--- src/rtl/am2901_useq.sv ---
// Microprogram sequencer and pipeline register feeding Am2901_top.
// Picks the next microaddress from the pipelined word, ALU flags, return stack and loop counter.
module am2901_useq #(
    parameter int ADDR_W      = 6,
    parameter int STACK_DEPTH = 4
) (
    input  logic              i_clk,
    input  logic              i_rst_n,
    output logic [ADDR_W-1:0] o_uaddr,
    input  logic [ADDR_W+26:0] i_uword,
    input  logic              i_f_0,
    input  logic              i_cn4,
    input  logic              i_ovr,
    input  logic              i_start,
    output logic [8:0]        o_i,
    output logic [3:0]        o_a,
    output logic [3:0]        o_b,
    output logic [3:0]        o_datain,
    output logic              o_cn,
    output logic [ADDR_W-1:0] o_cur,
    output logic              o_halted,
    output logic              o_stk_err
);

    localparam int WORD_W   = ADDR_W + 27;
    localparam int D_LSB    = 1;
    localparam int B_LSB    = 5;
    localparam int A_LSB    = 9;
    localparam int I_LSB    = 13;
    localparam int BR_LSB   = 22;
    localparam int COND_LSB = 22 + ADDR_W;
    localparam int SEQ_LSB  = 24 + ADDR_W;
    localparam int SP_W     = $clog2(STACK_DEPTH + 1);

    localparam logic [8:0]        NOP_I    = 9'b001_000_111;
    localparam logic [WORD_W-1:0] NOP_WORD = {3'b000, 2'b00, {ADDR_W{1'b0}}, NOP_I, 13'b0};
    localparam logic [SP_W-1:0]   SP_FULL  = SP_W'(STACK_DEPTH);

    typedef enum logic [2:0] {
        SEQ_CONT  = 3'b000,
        SEQ_JUMP  = 3'b001,
        SEQ_CALL  = 3'b010,
        SEQ_RET   = 3'b011,
        SEQ_LDCNT = 3'b100,
        SEQ_LOOP  = 3'b101,
        SEQ_HALT  = 3'b110,
        SEQ_RSVD  = 3'b111
    } seq_e;

    logic [WORD_W-1:0] r_pipe;
    logic [ADDR_W-1:0] r_cur;
    logic [ADDR_W-1:0] r_cnt;
    logic [SP_W-1:0]   r_sp;
    logic [ADDR_W-1:0] r_stack [STACK_DEPTH];
    logic              r_err;

    seq_e              w_seq;
    logic [1:0]        w_cond_sel;
    logic [ADDR_W-1:0] w_br;
    logic [ADDR_W-1:0] w_nxt;
    logic [ADDR_W-1:0] w_tos;
    logic [ADDR_W-1:0] w_uaddr;
    logic              w_cond;
    logic              w_full;
    logic              w_empty;
    logic              w_push;
    logic              w_pop;
    logic              w_err;
    logic              w_cnt_ld;
    logic              w_cnt_dec;
    logic              w_halted;

    assign w_seq      = seq_e'(r_pipe[SEQ_LSB +: 3]);
    assign w_cond_sel = r_pipe[COND_LSB +: 2];
    assign w_br       = r_pipe[BR_LSB +: ADDR_W];
    assign w_nxt      = r_cur + ADDR_W'(1);
    assign w_full     = (r_sp == SP_FULL);
    assign w_empty    = (r_sp == '0);

    always_comb begin
        w_cond = 1'b1;
        case (w_cond_sel)
            2'b00:   w_cond = 1'b1;
            2'b01:   w_cond = i_f_0;
            2'b10:   w_cond = i_cn4;
            default: w_cond = i_ovr;
        endcase
    end

    // Top of stack is the entry just below the pointer; a loop avoids a narrow index.
    always_comb begin
        w_tos = '0;
        for (int k = 0; k < STACK_DEPTH; k++) begin
            if (r_sp == SP_W'(k + 1)) begin
                w_tos = r_stack[k];
            end
        end
    end

    always_comb begin
        w_uaddr   = w_nxt;
        w_push    = 1'b0;
        w_pop     = 1'b0;
        w_err     = 1'b0;
        w_cnt_ld  = 1'b0;
        w_cnt_dec = 1'b0;
        w_halted  = 1'b0;
        case (w_seq)
            SEQ_JUMP: begin
                if (w_cond) begin
                    w_uaddr = w_br;
                end
            end
            SEQ_CALL: begin
                // The branch is taken even when the push is dropped on a full stack.
                if (w_cond) begin
                    w_uaddr = w_br;
                    if (w_full) begin
                        w_err = 1'b1;
                    end else begin
                        w_push = 1'b1;
                    end
                end
            end
            SEQ_RET: begin
                if (w_cond) begin
                    if (w_empty) begin
                        w_err = 1'b1;
                    end else begin
                        w_uaddr = w_tos;
                        w_pop   = 1'b1;
                    end
                end
            end
            SEQ_LDCNT: begin
                w_cnt_ld = 1'b1;
            end
            SEQ_LOOP: begin
                if (r_cnt != '0) begin
                    w_cnt_dec = 1'b1;
                    w_uaddr   = w_br;
                end
            end
            SEQ_HALT: begin
                if (!i_start) begin
                    w_uaddr  = r_cur;
                    w_halted = 1'b1;
                end
            end
            default: begin
                w_uaddr = w_nxt;
            end
        endcase
    end

    always_ff @(posedge i_clk or negedge i_rst_n) begin
        if (!i_rst_n) begin
            r_pipe <= NOP_WORD;
            r_cur  <= '1;
            r_cnt  <= '0;
            r_sp   <= '0;
            r_err  <= 1'b0;
            for (int k = 0; k < STACK_DEPTH; k++) begin
                r_stack[k] <= '0;
            end
        end else begin
            r_pipe <= i_uword;
            r_cur  <= w_uaddr;
            if (w_push) begin
                for (int k = 0; k < STACK_DEPTH; k++) begin
                    if (r_sp == SP_W'(k)) begin
                        r_stack[k] <= w_nxt;
                    end
                end
                r_sp <= r_sp + SP_W'(1);
            end else if (w_pop) begin
                r_sp <= r_sp - SP_W'(1);
            end
            if (w_cnt_ld) begin
                r_cnt <= w_br;
            end else if (w_cnt_dec) begin
                r_cnt <= r_cnt - ADDR_W'(1);
            end
            if (w_err) begin
                r_err <= 1'b1;
            end
        end
    end

    assign o_uaddr   = w_uaddr;
    assign o_cur     = r_cur;
    assign o_i       = w_halted ? NOP_I : r_pipe[I_LSB +: 9];
    assign o_a       = r_pipe[A_LSB +: 4];
    assign o_b       = r_pipe[B_LSB +: 4];
    assign o_datain  = r_pipe[D_LSB +: 4];
    assign o_cn      = r_pipe[0];
    assign o_halted  = w_halted;
    assign o_stk_err = r_err;

endmodule
--- config.mk ---
export PLATFORM = sky130hd
export DESIGN_NAME = am2901_useq
export DESIGN_NICKNAME = d
export VERILOG_FILES = /design/src/rtl/am2901_useq.sv
export SDC_FILE = /design/constraint.sdc
export NUM_CORES = 1
export LEC_CHECK = 0
export BUFFER_PORTS_ARGS = -buffer_cell sky130_fd_sc_hd__buf_2
export CAP_MARGIN = 40
export CORE_UTILIZATION = 24
export CTS_CLUSTER_DIAMETER = 50
export DETAILED_ROUTE_END_ITERATION = 8
export PLACE_DENSITY = 0.48
export SLEW_MARGIN = 20
export SYNTH_ARGS = -nofsm -noshare
export SYNTH_HDL_FRONTEND = slang
export SYNTH_SLANG_ARGS = --single-unit
export TNS_END_PERCENT = 1
--- constraint.sdc ---
create_clock -name i_clk -period 6.4 [get_ports i_clk]
set_clock_uncertainty 0.05 [all_clocks]
set_input_delay 0.32 -clock i_clk [delete_from_list [all_inputs] [get_ports i_clk]]
set_output_delay 0.32 -clock i_clk [all_outputs]
set_load 0.02 [all_outputs]
### Word level (Yosys, flattened, before mapping)

Index checks and enable logic that the tools add are counted.
Widths: inputs -> output; s select.

* memory bits (writable): 0
* bits in read-only memories: 0
* word-level logic and storage cells: 67
* memories: 0
* output and inout bits: 36
* input bits: 39
* latch bits: 0
* register bits: 73

* $mul: 0
* reductions and logical operators: 10
* div/mod/pow operators: 0
* bitwise logic cells: 0
* shift-type cells: 0
* eq/ne operators: 12
* add/sub/neg operators: 4
* muxes and demuxes: 32
* $lt $le $gt $ge: 0

Operators by type and width (number)
* $mux 6: 11
* $pmux 6 s4: 1
* $mux 1: 15
* $eq 3x2->1 const B: 4
* $eq 3x3->1 const B: 4
* $mux 9: 1
* $reduce_and 2->1: 4
* $add 6x1->6 const B: 1
* $eq 3x1->1 const B: 2
* $mux 3: 2
* $reduce_bool 6->1: 1
* $sub 6x1->6 const B: 1
* $reduce_bool 2->1: 2
* $add 3x1->3 const B: 1
* $logic_not 3->1: 1
* $pmux 1 s3: 1
* $sub 3x1->3 const B: 1
* $eq 2x1->1 const B: 1
* $eq 2x2->1 const B: 1
* $logic_not 2->1: 1
* $pmux 1 s2: 1
* $reduce_or 2->1: 1

### Logic depth before layout (Yosys ltp)

* depth in word-level cells: 8
* depth in mapped cells: 10
* gate-level depth less buffers: 8

### Least setup slack after synthesis

No wires, ideal clock.

* kind: reg-to-output
* start point: reg r_sp[2]
* end point: out o_uaddr[0]
* data required time: 6.030 ns
* stages on the path, launching flop included: 10
* slack: 3.902 ns
* arrival: 2.128 ns
* path buffers: 1
* cell sequence: dfrtp_1 -> buf_2 -> inv_1 -> ha_1 -> nor4b_2 -> a211oi_1 -> o21ai_1 -> a22oi_1 -> or2_0 -> a32oi_1

* longest elaborated chain between the ends: 8
* elaborated cells on any way between the ends: 12
* those cells by class: 4 x eq/ne; 7 x mux; 1 x reduce/logical

RTL lines
* from (decl): line 53 `logic [SP_W-1:0] r_sp;`
* from (signal assigned): line 175 `r_sp <= r_sp + SP_W'(1);`
* from (signal assigned): line 177 `r_sp <= r_sp - SP_W'(1);`
* $eq 3x1->1: line 94 `if (r_sp == SP_W'(k + 1)) begin`
* $mux 6 (4 in a row): line 94
* $mux 6 (*): line 127 `if (w_empty) begin`
* $mux 6 (*): line 126 `if (w_cond) begin`
* $pmux 6 s4 (*): line 108 `case (w_seq)`
* to (decl): line 9 `output logic [ADDR_W-1:0] o_uaddr,`

Every way passes the cells marked *; elsewhere a longest branch is shown, timed or not.

### Worst setup path after layout

Same ends and word-level chain as after synthesis.

==> run_results.csv <==
group,metric,value,unit
floorplanning,start_util,24.60,%
sta,slew_viol_final,0,
floorplanning,rows,43,
power,power.internal,1.142,mW
power,leakagePower,1.922,nW
floorplanning,dieArea,14710,um^2
yosys,yosysWarnings,0,
clocking,clockBufferDepth,2,
routing,vias,2668,
sta,hold_viol_final,0,
routing,drcViolationCount,0,
floorplanning,coreArea,13880,um^2
clocking,h-tree-depth,3,
power,p_per_area,408.0,nW/um^2
global_route,grt_pass1_wl,14.21,mm
yosys,synth_ff_type,"dfrtp_1",
yosys,postSynthAreaPerCell,10.81,um^2
yosys,synth_most_common_cell,"dfrtp_1",
sta,slew_headroom,55.44,%
yosys,synth_cells,316,
critical_path,critical_path.startpoint_type,"flip-flop",
min_path,hold_class,"input pin to flip-flop",
routing,dr.first_iter.drc_count,122,
yosys,syn_nets,363,
power,seqPwrFrac,39.7,%
clocking,cts.repair.resized,0,
yosys,synth.top_cell.area_share,46.17,%
critical_path,path_max_fanout,14,
sta,finalSetupTns,0,ns
clocking,cts_tree,"built",
sta,tightest_slew,0.6637,ns
yosys,syn_area,3415,um^2
sta,rsz0062_at_grt,"no",
power,vdd_drop_max,157.2,uV
routing,wire_per_inst,15.43,um
global_route,grt_max_degree,54,
outcome,outcome,"completed",
place,gp_congestion,0.8086,
sta,timing.final.crit_share,52.78,%
yosys,ys_types,55,
run,drv_cap,0,
clocking,cts_buffers,9,
place,portBuffers,74,
clocking,cts_setup_buffers,0,
yosys,synth_area_leaders,"dfrtp_1, dfstp_2, o21ai_0, nand2_1, ha_1",
yosys,async_flop_share,100.0,%
layout,n_antenna_cell,0,
yosys,synth_edf_count,0,
critical_path,cp.required,6.03,ns
min_path,min-delay-start,"i_uword[15]",
floorplanning,die_h,121.3,um
routing,vias_per_cell,4.697,
routing,first_pass_iters,6,
floorplanning,die_x,121.3,um
critical_path,crit_start,"r_sp[2]",
global_route,grt-ovfl-total,0,
yosys,synth-seq-cells,73,
sta,timing.fmax,0.2960,GHz
routing,ant_nets,0,
yosys,seq_area_frac_synth,53.87,%
global_route,antenna_found_initial,0,
critical_path,arrival,3.01,ns
power,power_frac_comb,28.6,%
layout,final_area,4258,um^2
power,p_total,1.737,mW
place,place_area,3915,um^2
sta,timing.hold.ws,0.03187,ns
clocking,clk_latency,0.33,ns
critical_path,cp-end-kind,"output pin",
layout,drive_gt1_share,30.93,%
routing,routed_wirelength,8.762,mm
yosys,synth_top_cells_by_count,"dfrtp_1, nand2_1, o21ai_0",
power,p_sw,0.5953,mW
layout,syn2layout_area_growth,24.70,%
sta,setup_violations,0,
layout,final_nets,430,
global_route,grt_usage,12.87,%
critical_path,r2r_start,"r_sp[2]",
clocking,clkTransAtPathRegs,0.06,ns
place,dp_hpwl,6.474,mm
global_route,grt_pass1_vias,2633,
power,p_clk_share,31.7,%
yosys,synth_top_cell_by_area,"dfrtp_1",
sta,min_period,3.378,ns
clocking,cts-root-buf,"clkbuf_16",
clocking,ctsHoldBuffers,1,
power,switching_share,34.27,%
clocking,clkSinkCount,73,
critical_path,worstSetupPathType,"flip-flop to output pin",
floorplanning,ioPinCount,75,
==> per-stage QoR <==
step / setup slack (ns) / instances / utilization [%]
floorplan: 3.902 / 316 / -
global placement: 3.504 / 550 / 28.01
detailed placement: 3.365 / 551 / 28.20
CTS: 2.997 / 568 / 30.67
global route: 2.743 / 568 / 30.67
finish: 3.022 / 568 / 30.67
==> power groups by stage <==
stage                     Combinational [mW]  Clock [mW]  Sequential, mW
after floorplan                        0.350           0           0.668
after global routing                   0.555       0.587           0.705
after detailed placement               0.498           0           0.694
after global placement                 0.494           0           0.694
final                                  0.497       0.551           0.689
after CTS                              0.502       0.568           0.689
==> worst max-delay path, cell delays in order, from the launching register on <==
cell	delay, ns
dfrtp_1	0.53
inv_1	0.18
ha_1	0.41
nor4b_2	0.48
a211oi_1	0.14
o21ai_1	0.17
a22oi_1	0.09
or2_0	0.20
a32oi_1	0.25
buf_2	0.21
==> layout make-up <==
| class | count | area, um^2 |
|---|---|---|
| repair buffers | 77 | 415.4 |
| well taps | 180 | 225.2 |
| clock inverters | 4 | 76.32 |
| inverters | 11 | 41.29 |
| fillers | 1440 | 9623 |
| flip-flops and latches | 73 | 1839 |
| multi-input cells | 211 | 1404 |
| clock buffers | 12 | 256.5 |
==> cell usage in the layout, fill, tap and decap left out, drive strengths merged, types with 3 or more instances in the layout <==
cell type / Yosys / final
a21oi: 16 / 16
xnor2: 5 / 5
ha: 8 / 8
dfstp: 10 / 10
clkbuf: 5 / 12
nor3b: 5 / 5
mux2: 10 / 10
a31oi: 4 / 4
buf: 16 / 76
or3: 3 / 3
nor2b: 10 / 10
a221o: 4 / 4
nand2: 32 / 32
a22oi: 6 / 6
a21o: 4 / 4
dfrtp: 63 / 63
o21ai: 32 / 32
a211oi: 3 / 3
inv: 11 / 11
nor3: 4 / 4
nand3: 9 / 9
or2: 6 / 6
nor2: 16 / 16
==> state kept, by name, summed over array words and instances (netlist names) <==
register   flops
o_cur          6
o_stk_err      1
r_cnt          6
r_pipe        33
r_sp           3
r_stack       24
==> per-layer routing <==
metal  wire length [um]  track usage [%]
met1               4157            17.68
met2               3832            19.11
met3                628            3.430
met4                144            5.093
met5                  0                0
==> cell families (layout without fill, tap and decap cells) <==
| family | count (synthesis) | after routing | synth area share (%) |
|---|---|---|---|
| AO/OA/AOI/OAI | 86 | 86 | 16.53 |
| XOR/XNOR | 7 | 7 | 1.796 |
| adder cells (fa/ha/maj) | 8 | 8 | 2.932 |
| buffers and inverters | 32 | 104 | 5.020 |
| flip-flops | 73 | 73 | 53.87 |
| multiplexers | 12 | 12 | 3.884 |
| AND/OR/NAND/NOR | 98 | 98 | 15.98 |
==> final timing paths <==
check                              end  slack, ns  cells past startpoint
min reg2reg                r_stack[13]       0.43                      2
min in group asynchronous   r_pipe[11]       0.45                      3
max reg2reg                   o_cur[0]       3.79                      8
max                         o_uaddr[0]       3.02                      9
min                         r_pipe[15]       0.03                      1
max in group asynchronous     o_cur[5]       5.24                      4
Power figures use the tool's default switching activity.
